===== config.mk =====
export PLATFORM = sky130hd
export DESIGN_NAME = pipeline_hazard_ctrl
export DESIGN_NICKNAME = d
export VERILOG_FILES = /design/src/rtl/pipeline_hazard_ctrl_pkg.sv /design/src/rtl/pipeline_hazard_ctrl_md_sequencer.sv /design/src/rtl/pipeline_hazard_ctrl.sv
export SDC_FILE = /design/constraint.sdc
export NUM_CORES = 1
export LEC_CHECK = 0
export ABC_AREA = 1
export BUFFER_PORTS_ARGS = -buffer_cell sky130_fd_sc_hd__buf_2
export CORE_MARGIN = 2
export CORE_UTILIZATION = 50
export CTS_CLUSTER_DIAMETER = 80
export CTS_CLUSTER_SIZE = 16
export DETAILED_ROUTE_END_ITERATION = 10
export PLACE_DENSITY = 0.79
export SKIP_CTS_REPAIR_TIMING = 1
export SLEW_MARGIN = 20
export SYNTH_ARGS = -nofsm -noshare
export SYNTH_HDL_FRONTEND = slang
export SYNTH_HIERARCHICAL = 1
export SYNTH_SLANG_ARGS = --single-unit

===== constraint.sdc =====
create_clock -name CLK -period 3.23 [get_ports CLK]
set_input_delay 0.323 -clock CLK [delete_from_list [all_inputs] [get_ports CLK]]
set_output_delay 0.323 -clock CLK [all_outputs]
set_load 0.1 [all_outputs]

===== src/rtl/pipeline_hazard_ctrl_pkg.sv =====
// rtl/pipeline_hazard_ctrl_pkg.sv - shared pipeline types and constants for the hazard controller
package pipeline_hazard_ctrl_pkg;

  typedef enum logic {
    IDLE = 1'b0,
    RUN  = 1'b1
  } md_state_e;

  localparam int          REG_IDX_W = 5;
  localparam logic [31:0] NOP_INSN  = 32'h00000013;

  // x0 is hard-wired to zero, so a load targeting it never blocks a consumer.
  function automatic logic load_use_hit(
    input logic                 mem_read,
    input logic [REG_IDX_W-1:0] rd,
    input logic [REG_IDX_W-1:0] rs1,
    input logic [REG_IDX_W-1:0] rs2,
    input logic                 use_rs1,
    input logic                 use_rs2
  );
    return mem_read && (rd != '0) &&
           ((use_rs1 && (rs1 == rd)) || (use_rs2 && (rs2 == rd)));
  endfunction

endpackage


===== src/rtl/pipeline_hazard_ctrl_md_sequencer.sv =====
// rtl/pipeline_hazard_ctrl_md_sequencer.sv - fixed-latency mul/div sequencer (IDLE/RUN FSM and down-counter)
module md_sequencer
  import pipeline_hazard_ctrl_pkg::*;
#(
  parameter int MUL_CYCLES = 2,
  parameter int DIV_CYCLES = 32
) (
  input  logic clk,
  input  logic rst_n,
  input  logic ex_mul,
  input  logic ex_div,
  output logic md_start,
  output logic md_done,
  output logic md_busy,
  output logic md_hold
);

  localparam int CW = (DIV_CYCLES > 1) ? $clog2(DIV_CYCLES) : 1;
  localparam logic [CW-1:0] MUL_LOAD = CW'(MUL_CYCLES - 1);
  localparam logic [CW-1:0] DIV_LOAD = CW'(DIV_CYCLES - 1);

  md_state_e     state;
  logic [CW-1:0] cnt;
  logic          done_q;
  logic [CW-1:0] load_val;

  assign load_val = ex_div ? DIV_LOAD : MUL_LOAD;

  // done_q mirrors "RUN with cnt==0" so the done cycle is a registered flag.
  always_ff @(posedge clk or negedge rst_n) begin
    if (!rst_n) begin
      state  <= IDLE;
      cnt    <= '0;
      done_q <= 1'b0;
    end else begin
      case (state)
        IDLE: begin
          if (ex_mul || ex_div) begin
            state  <= RUN;
            cnt    <= load_val;
            done_q <= (load_val == '0);
          end
        end
        RUN: begin
          if (cnt != '0) begin
            cnt    <= cnt - 1'b1;
            done_q <= (cnt == CW'(1));
          end else begin
            state  <= IDLE;
            done_q <= 1'b0;
          end
        end
        default: begin
          state  <= IDLE;
          cnt    <= '0;
          done_q <= 1'b0;
        end
      endcase
    end
  end

  // The start cycle must stall combinationally; gate on reset so outputs stay quiet in reset.
  assign md_start = rst_n && (state == IDLE) && (ex_mul || ex_div);
  assign md_busy  = (state == RUN);
  assign md_done  = done_q;
  assign md_hold  = md_start || ((state == RUN) && !done_q);

endmodule


===== src/rtl/pipeline_hazard_ctrl.sv =====
// rtl/pipeline_hazard_ctrl.sv - pipeline stall/flush/bubble control; HAZARD_PERF_CNT_EN adds stall/flush counters
module pipeline_hazard_ctrl
  import pipeline_hazard_ctrl_pkg::*;
#(
  parameter int MUL_CYCLES = 2,
  parameter int DIV_CYCLES = 32
) (
  input  logic                 CLK,
  input  logic                 RST,
  input  logic [REG_IDX_W-1:0] ID_RS1,
  input  logic [REG_IDX_W-1:0] ID_RS2,
  input  logic                 ID_USES_RS1,
  input  logic                 ID_USES_RS2,
  input  logic [REG_IDX_W-1:0] EX_RD,
  input  logic                 EX_MEM_READ,
  input  logic                 EX_BRANCH_SELECT,
  input  logic                 EX_MUL,
  input  logic                 EX_DIV,
  output logic                 PC_STALL,
  output logic                 IF_ID_STALL,
  output logic                 IF_ID_FLUSH,
  output logic                 ID_EX_STALL,
  output logic                 ID_EX_FLUSH,
  output logic                 EX_MEM_BUBBLE,
  output logic                 MD_START,
  output logic                 MD_DONE,
  output logic                 MD_BUSY
`ifdef HAZARD_PERF_CNT_EN
  ,
  output logic [31:0]          STALL_COUNT,
  output logic [31:0]          FLUSH_COUNT
`endif
);

  logic md_hold;
  logic lu;

  md_sequencer #(
    .MUL_CYCLES(MUL_CYCLES),
    .DIV_CYCLES(DIV_CYCLES)
  ) u_md_sequencer (
    .clk     (CLK),
    .rst_n   (RST),
    .ex_mul  (EX_MUL),
    .ex_div  (EX_DIV),
    .md_start(MD_START),
    .md_done (MD_DONE),
    .md_busy (MD_BUSY),
    .md_hold (md_hold)
  );

  assign lu = load_use_hit(EX_MEM_READ, EX_RD, ID_RS1, ID_RS2, ID_USES_RS1, ID_USES_RS2);

  // Priority: mul/div hold, then branch squash, then load-use; LU is ignored while RUN.
  always_comb begin
    PC_STALL      = 1'b0;
    IF_ID_STALL   = 1'b0;
    IF_ID_FLUSH   = 1'b0;
    ID_EX_STALL   = 1'b0;
    ID_EX_FLUSH   = 1'b0;
    EX_MEM_BUBBLE = 1'b0;
    if (!RST) begin
      PC_STALL = 1'b0;
    end else if (md_hold) begin
      PC_STALL      = 1'b1;
      IF_ID_STALL   = 1'b1;
      ID_EX_STALL   = 1'b1;
      EX_MEM_BUBBLE = 1'b1;
    end else if (MD_BUSY) begin
      PC_STALL = 1'b0;
    end else if (EX_BRANCH_SELECT) begin
      IF_ID_FLUSH = 1'b1;
      ID_EX_FLUSH = 1'b1;
    end else if (lu) begin
      PC_STALL    = 1'b1;
      IF_ID_STALL = 1'b1;
      ID_EX_FLUSH = 1'b1;
    end
  end

`ifdef HAZARD_PERF_CNT_EN
  always_ff @(posedge CLK or negedge RST) begin
    if (!RST) begin
      STALL_COUNT <= '0;
      FLUSH_COUNT <= '0;
    end else begin
      if (PC_STALL && (STALL_COUNT != 32'hFFFF_FFFF)) STALL_COUNT <= STALL_COUNT + 32'd1;
      if (IF_ID_FLUSH && (FLUSH_COUNT != 32'hFFFF_FFFF)) FLUSH_COUNT <= FLUSH_COUNT + 32'd1;
    end
  end
`endif

endmodule


==> results.json, run 1 <==
{
  "status": "finished, final reports clean",
  "gp_congestion": 0.824,
  "ys_warn_count": 6,
  "drive_above_1_share_pct": 36.3,
  "syn_to_final_growth_pct": 26.6,
  "drc": 0,
  "wl_per_cell_um": 9.10,
  "rsz0062_at_grt": "no",
  "antenna_cells": 0,
  "syn_inst": 126,
  "fmax_mhz": 432,
  "slew-limit-headroom_pct": 67.8,
  "crit_slowest_cell": "dlygate4sd3_1",
  "grt_max_degree": 12,
  "finalCritPeriodShare_pct": 71.7,
  "rows": 13,
  "layout_commonest_cell": "nand2_1",
  "coreArea_um2": 1350,
  "period_needed_ns": 2.32,
  "clkLatencyLatePin_ns": 0.26,
  "finalCoreUtilization_pct": 70.1,
  "num_io_pins": 32,
  "cp_max_fo": 11,
  "num_vias": 845,
  "gr-total-overflow": 0,
  "clkSlewWorstSetupHoldPaths_ns": 0.06,
  "stdcell_area_um2": 946,
  "netlist_area_um2": 747,
  "ys_ff_latch": 7,
  "crit_type": "input port to output port",
  "worst_pin_slew_ns": 0.486,
  "die_w_um": 42.7,
  "fp.dieH_um": 42.7,
  "port_buffers": 31,
  "maxCapViolCount": 0,
  "final_cell_mix": "nand2_1 (44), buf_2 (31), inv_1 (20), nand3_1 (10), nor2_1 (10)",
  "slowest_delay_ns": 0.53,
  "cpLargestDelayFamily": "buffers and inverters",
  "cp.required_ns": 2.91,
  "htreeDepth": 1,
  "dr.pass1.iters": 4,
  "dp_hpwl_mm": 1.34,
  "end_kind": "output port",
  "setup_viol": 0,
  "syn_avg_cell_area_um2": 5.93,
  "numCtsBuffers": 3,
  "arrival_ns": 1.99,
  "cp_common_cell": "buf_2",
  "p_per_area_nw_per_um2": 857,
  "stdcell_count": 175,
  "placed_area_um2": 908,
  "leakagePower_nw": 0.609,
  "timing.hold.ws_ns": 0.419,
  "clock-root-buffer": "clkbuf_4",
  "start_kind": "input port",
  "grt_pass1_vias": 786,
  "ys_seq_area_share_pct": 23.5,
  "drt_iter0_drc": 10,
  "finalHoldViolCount": 0,
  "ys_types": 20,
  "worstPathCellList": "dlygate4sd3_1, buf_2, inv_1, o22ai_1, nand3b_1, a21oi_2, buf_2",
  "numClockSinks": 7,
  "slew_viol_final": 0,
  "ant_nets": 0,
  "initial_core_util_pct": 55.3,
  "antenna_found_initial": 0,
  "worstHoldPathType": "input port to register",
  "dieArea_um2": 1820,
  "post_drt_via_cell_ratio": 4.83,
  "power.total_uw": 811,
  "finalSetupTns_ns": 0,
  "preCtsSetupSlack_ns": 1.24,
  "cp.buffers_inverters": 4,
  "fill_cells": 125,
  "post-place-cells": 170,
  "grt_pass1_wl_mm": 3.04,
  "syn-num-nets": 151,
  "layout_setup_ws_ns": 0.913,
  "cts_tree": "built",
  "fin_skew_ns": 0.00181,
  "grt_use_total_pct": 22.0,
  "routed_wirelength_mm": 1.59,
  "cts_max_path_buffers": 2,
  "irDropWorstVdd_mv": 0.398,
  "layout.nets": 186
}
==> path summary, 6_finish.rpt <==
check                                            from                endpoint  slack (ns)  depth (start not counted)
worst min-delay path                           EX_DIV   u_md_sequencer/cnt[4]        0.42                          4
max in group asynchronous                         RST  u_md_sequencer/md_done        2.60                          2
worst max register to register  u_md_sequencer/cnt[0]   u_md_sequencer/cnt[1]        1.89                          7
min in group asynchronous                         RST   u_md_sequencer/cnt[4]        0.44                          2
worst max-delay path                              RST             ID_EX_FLUSH        0.91                          7
worst min register to register  u_md_sequencer/cnt[0]   u_md_sequencer/cnt[0]        0.52                          2
==> cells by family (layout without fill, tap and decap cells) <==
group / after synthesis / after routing / share of synthesized area [%]
compound gates: 8 / 8 / 7.20
fa+ha+maj: 2 / 2 / 3.35
buf+inv: 28 / 62 / 15.1
flops: 7 / 7 / 23.5
simple gates: 81 / 81 / 50.9
==> routing by layer <==
| metal | vias up | global-route usage [%] | wire (um) |
|---|---|---|---|
| met1 | 361 | 26.9 | 732 |
| met3 | 5 | 6.81 | 129 |
| li1 | 448 | - | - |
| met4 | 0 | 10.0 | 34 |
| met5 | - | 0 | 0 |
| met2 | 31 | 35.2 | 696 |
==> worst reg2reg max path, delay by kind of cell, from the launching register on <==
| family | cells | cell delay (ns) |
|---|---|---|
| simple gates | 4 | 0.42 |
| flops | 1 | 0.40 |
| fa+ha+maj | 1 | 0.24 |
| buf+inv | 1 | 0.12 |
| compound gates | 1 | 0.05 |
==> flip-flops by register name, indices dropped and copies added, names as in the netlist <==
signal	cells
u_md_sequencer/cnt	5
u_md_sequencer/md_busy	1
u_md_sequencer/md_done	1
==> cell usage after synthesis <==
library cell  count  area (um^2)
nand2_1          44          165
inv_1            20         75.1
nor2_1           11         41.3
nand3_1          10         50.1
dfrtp_1           7          175
inv_2             6         22.5
nand2_2           4         25.0
nand2_4           3         33.8
nor2_2            3         18.8
o21ai_0           3         15.0
buf_4             2         15.0
ha_1              2         25.0
nand3_2           2         20.0
o21ai_2           2         17.5
o22ai_1           2         12.5
a21oi_2           1         8.76
nand3b_1          1         7.51
nand4_1           1         6.26
or2_1             1         6.26
or2_2             1         6.26
==> power breakdown <==
group | leakage, nW | switching [mW] | internal, mW
Combinational | 0.507 | 0.408 | 0.143
Clock | 0.0177 | 0.0387 | 0.0456
Sequential | 0.0844 | 0.0455 | 0.130
Total | 0.609 | 0.492 | 0.319
==> area by class of cell <==
cell class | count | area, um^2 | share of cell area, %
timing repair buffer | 32 | 165 | 17.5
multi-input combinational | 91 | 462 | 48.8
sequential | 7 | 175 | 18.5
clock buffer | 3 | 22.5 | 2.38
inverter | 26 | 97.6 | 10.3
clock inverter | 1 | 5.00 | 0.529
tap | 15 | 18.8 | 1.98
(Power assumes the default switching activity.)
==> inputs of run 2 (changes only) <==
--- a/config.mk
+++ b/config.mk
@@ -8,11 +8,11 @@
 export ABC_AREA = 1
 export BUFFER_PORTS_ARGS = -buffer_cell sky130_fd_sc_hd__buf_2
 export CORE_MARGIN = 2
-export CORE_UTILIZATION = 50
+export CORE_UTILIZATION = 42
 export CTS_CLUSTER_DIAMETER = 80
 export CTS_CLUSTER_SIZE = 16
 export DETAILED_ROUTE_END_ITERATION = 10
-export PLACE_DENSITY = 0.79
+export PLACE_DENSITY = 0.71
 export SKIP_CTS_REPAIR_TIMING = 1
 export SLEW_MARGIN = 20
 export SYNTH_ARGS = -nofsm -noshare
==> constraint.sdc (replaced) <==
create_clock -name CLK -period 1.9 [get_ports CLK]
set_input_delay 0.19 -clock CLK [delete_from_list [all_inputs] [get_ports CLK]]
set_output_delay 0.19 -clock CLK [all_outputs]
set_load 0.1 [all_outputs]
==> run 2 against run 1 <==
Net effect: routed wire length grew 1.6%; global-route usage shrank 4.7 points; critical endpoint unchanged; count of clock-buffer cells in the layout grew 1; largest cell class unchanged; first-iteration DRC count grew 110%; worst hold slack lost 0.12 ns; sequential share of layout area shrank 2.0 points; power grew 88%; core utilization shrank 6.3 points.
==> results.json, run 2 (synthesis results as in run 1) <==
{
  "numClockSinks": 7,
  "crit_type": "register to output port",
  "arrival_ns": 1.61,
  "fp.dieH_um": 46.2,
  "gp_congestion": 0.883,
  "post-place-cells": 180,
  "slew_viol_final": 0,
  "dieArea_um2": 2130,
  "clock-root-buffer": "clkbuf_4",
  "drc": 0,
  "grt_pass1_wl_mm": 2.77,
  "slowest_delay_ns": 0.48,
  "layout_commonest_cell": "nand2_1",
  "antenna_found_initial": 0,
  "worstHoldPathType": "input port to register",
  "leakagePower_nw": 0.626,
  "finalCritPeriodShare_pct": 94.9,
  "slew-limit-headroom_pct": 67.4,
  "grt_pass1_vias": 766,
  "reg2regPathDepth": 8,
  "grt_use_total_pct": 17.4,
  "setup_viol": 0,
  "top_register": "u_md_sequencer/cnt",
  "rsz0062_at_grt": "no",
  "coreArea_um2": 1710,
  "crit_slowest_cell": "dfrtp_4",
  "num_vias": 851,
  "rrSetupSlack_ns": 0.57,
  "maxCapViolCount": 0,
  "r2r-end": "u_md_sequencer/cnt[2]",
  "cp.required_ns": 1.71,
  "cpLargestDelayFamily": "flip-flops",
  "worstPathCellList": "inv_4, nand2_4, o22ai_2, nand3b_1, a21oi_4, buf_12",
  "finalCoreUtilization_pct": 63.8,
  "layout_setup_ws_ns": 0.0964,
  "min_to": "u_md_sequencer/cnt[4]",
  "dr.pass1.iters": 4,
  "end_kind": "output port",
  "die_w_um": 46.2,
  "min-delay-start": "EX_DIV",
  "clkLatencyLatePin_ns": 0.25,
  "fin_skew_ns": 0.00625,
  "dp_hpwl_mm": 1.37,
  "wl_per_cell_um": 8.75,
  "largest_reg_flops": 5,
  "layout.nets": 186,
  "status": "finished, final reports clean",
  "whs_path_depth": 4,
  "initial_core_util_pct": 43.7,
  "start_kind": "register",
  "cts_max_path_buffers": 2,
  "stdcell_count": 185,
  "htreeDepth": 1,
  "r2r_start": "u_md_sequencer/cnt[0]",
  "port_buffers": 31,
  "post_drt_via_cell_ratio": 4.60,
  "rows": 15,
  "irDropWorstVdd_mv": 0.664,
  "finalHoldViolCount": 0,
  "p_per_area_nw_per_um2": 1400,
  "syn_to_final_growth_pct": 45.9,
  "drive_above_1_share_pct": 39.4,
  "clkSlewWorstSetupHoldPaths_ns": 0.05,
  "cp.buffers_inverters": 2,
  "routed_wirelength_mm": 1.62,
  "cts_tree": "built",
  "drt_iter0_drc": 21,
  "numCtsBuffers": 3,
  "worst_pin_slew_ns": 0.493,
  "gr-total-overflow": 0,
  "ant_nets": 0,
  "cp_max_fo": 8,
  "num_io_pins": 32,
  "power.total_mw": 1.52,
  "final_cell_mix": "nand2_1 (43), buf_2 (25), inv_1 (19), nand3_1 (10), nor2_1 (9)",
  "antenna_cells": 0,
  "fill_cells": 159,
  "grt_max_degree": 12,
  "preCtsSetupSlack_ns": 0.292,
  "period_needed_ns": 1.80,
  "fmax_mhz": 554
}
## run 2: cell types whose count changed in the layout (fill, tap and decap cells not counted), sizes merged
cell and delta:
clkinv -1, clkbuf +1, clkinvlp +1, inv -1
## run 2: worst reg2reg max path, delay by kind of cell (launching register included)
kind	cells	cell delay, ns
flip-flops	1	0.37
AND/OR/NAND/NOR	4	0.21
buffers and inverters	2	0.15
AO/OA/AOI/OAI	1	0.24
adder cells (fa/ha/maj)	1	0.25
## run 2: layer usage
metal	part of all wire (%)	GRT usage (%)	up-vias
met1	42	19.6	373
li1	-	-	448
met3	5.4	1.18	0
met5	0	0	-
met4	0	6.86	0
met2	52	33.1	30
## run 2: area by class of cell
cell class | count | area (um^2) | share of cell area (%)
timing repair buffer | 32 | 255 | 23.4
multi-input combinational | 91 | 493 | 45.2
tap | 25 | 31.3 | 2.87
sequential | 7 | 180 | 16.5
inverter | 26 | 104 | 9.53
clock buffer | 4 | 26.3 | 2.41
## run 2: power breakdown
| part | total, mW | switching, mW | internal, mW |
|---|---|---|---|
| clock network | 0.135 | 0.0547 | 0.0801 |
| logic | 1.08 | 0.728 | 0.347 |
| registers | 0.311 | 0.0820 | 0.229 |
| total | 1.52 | 0.864 | 0.656 |
## run 2: worst max path at each step
stage | slack [ns] | to | from | cells past startpoint
after floorplan | -0.13 | ID_EX_STALL | u_md_sequencer/md_busy | 6
after global placement | 0.30 | ID_EX_FLUSH | EX_DIV | 7
after detailed placement | 0.29 | ID_EX_FLUSH | EX_DIV | 7
after CTS | 0.09 | ID_EX_FLUSH | u_md_sequencer/md_busy | 6
after global routing | 0.03 | ID_EX_FLUSH | u_md_sequencer/md_busy | 6
final | 0.1 | ID_EX_FLUSH | u_md_sequencer/md_busy | 6
## run 2: metrics by stage
stage,hold WS [ns],area (um^2),TNS (ns)
after global routing,0.320,1090,0
after global placement,0.0607,1050,0
after CTS,-0.207,1080,0
final,0.296,1090,0
after detailed placement,0.0625,1050,0
after floorplan,-0.106,817,-0.211
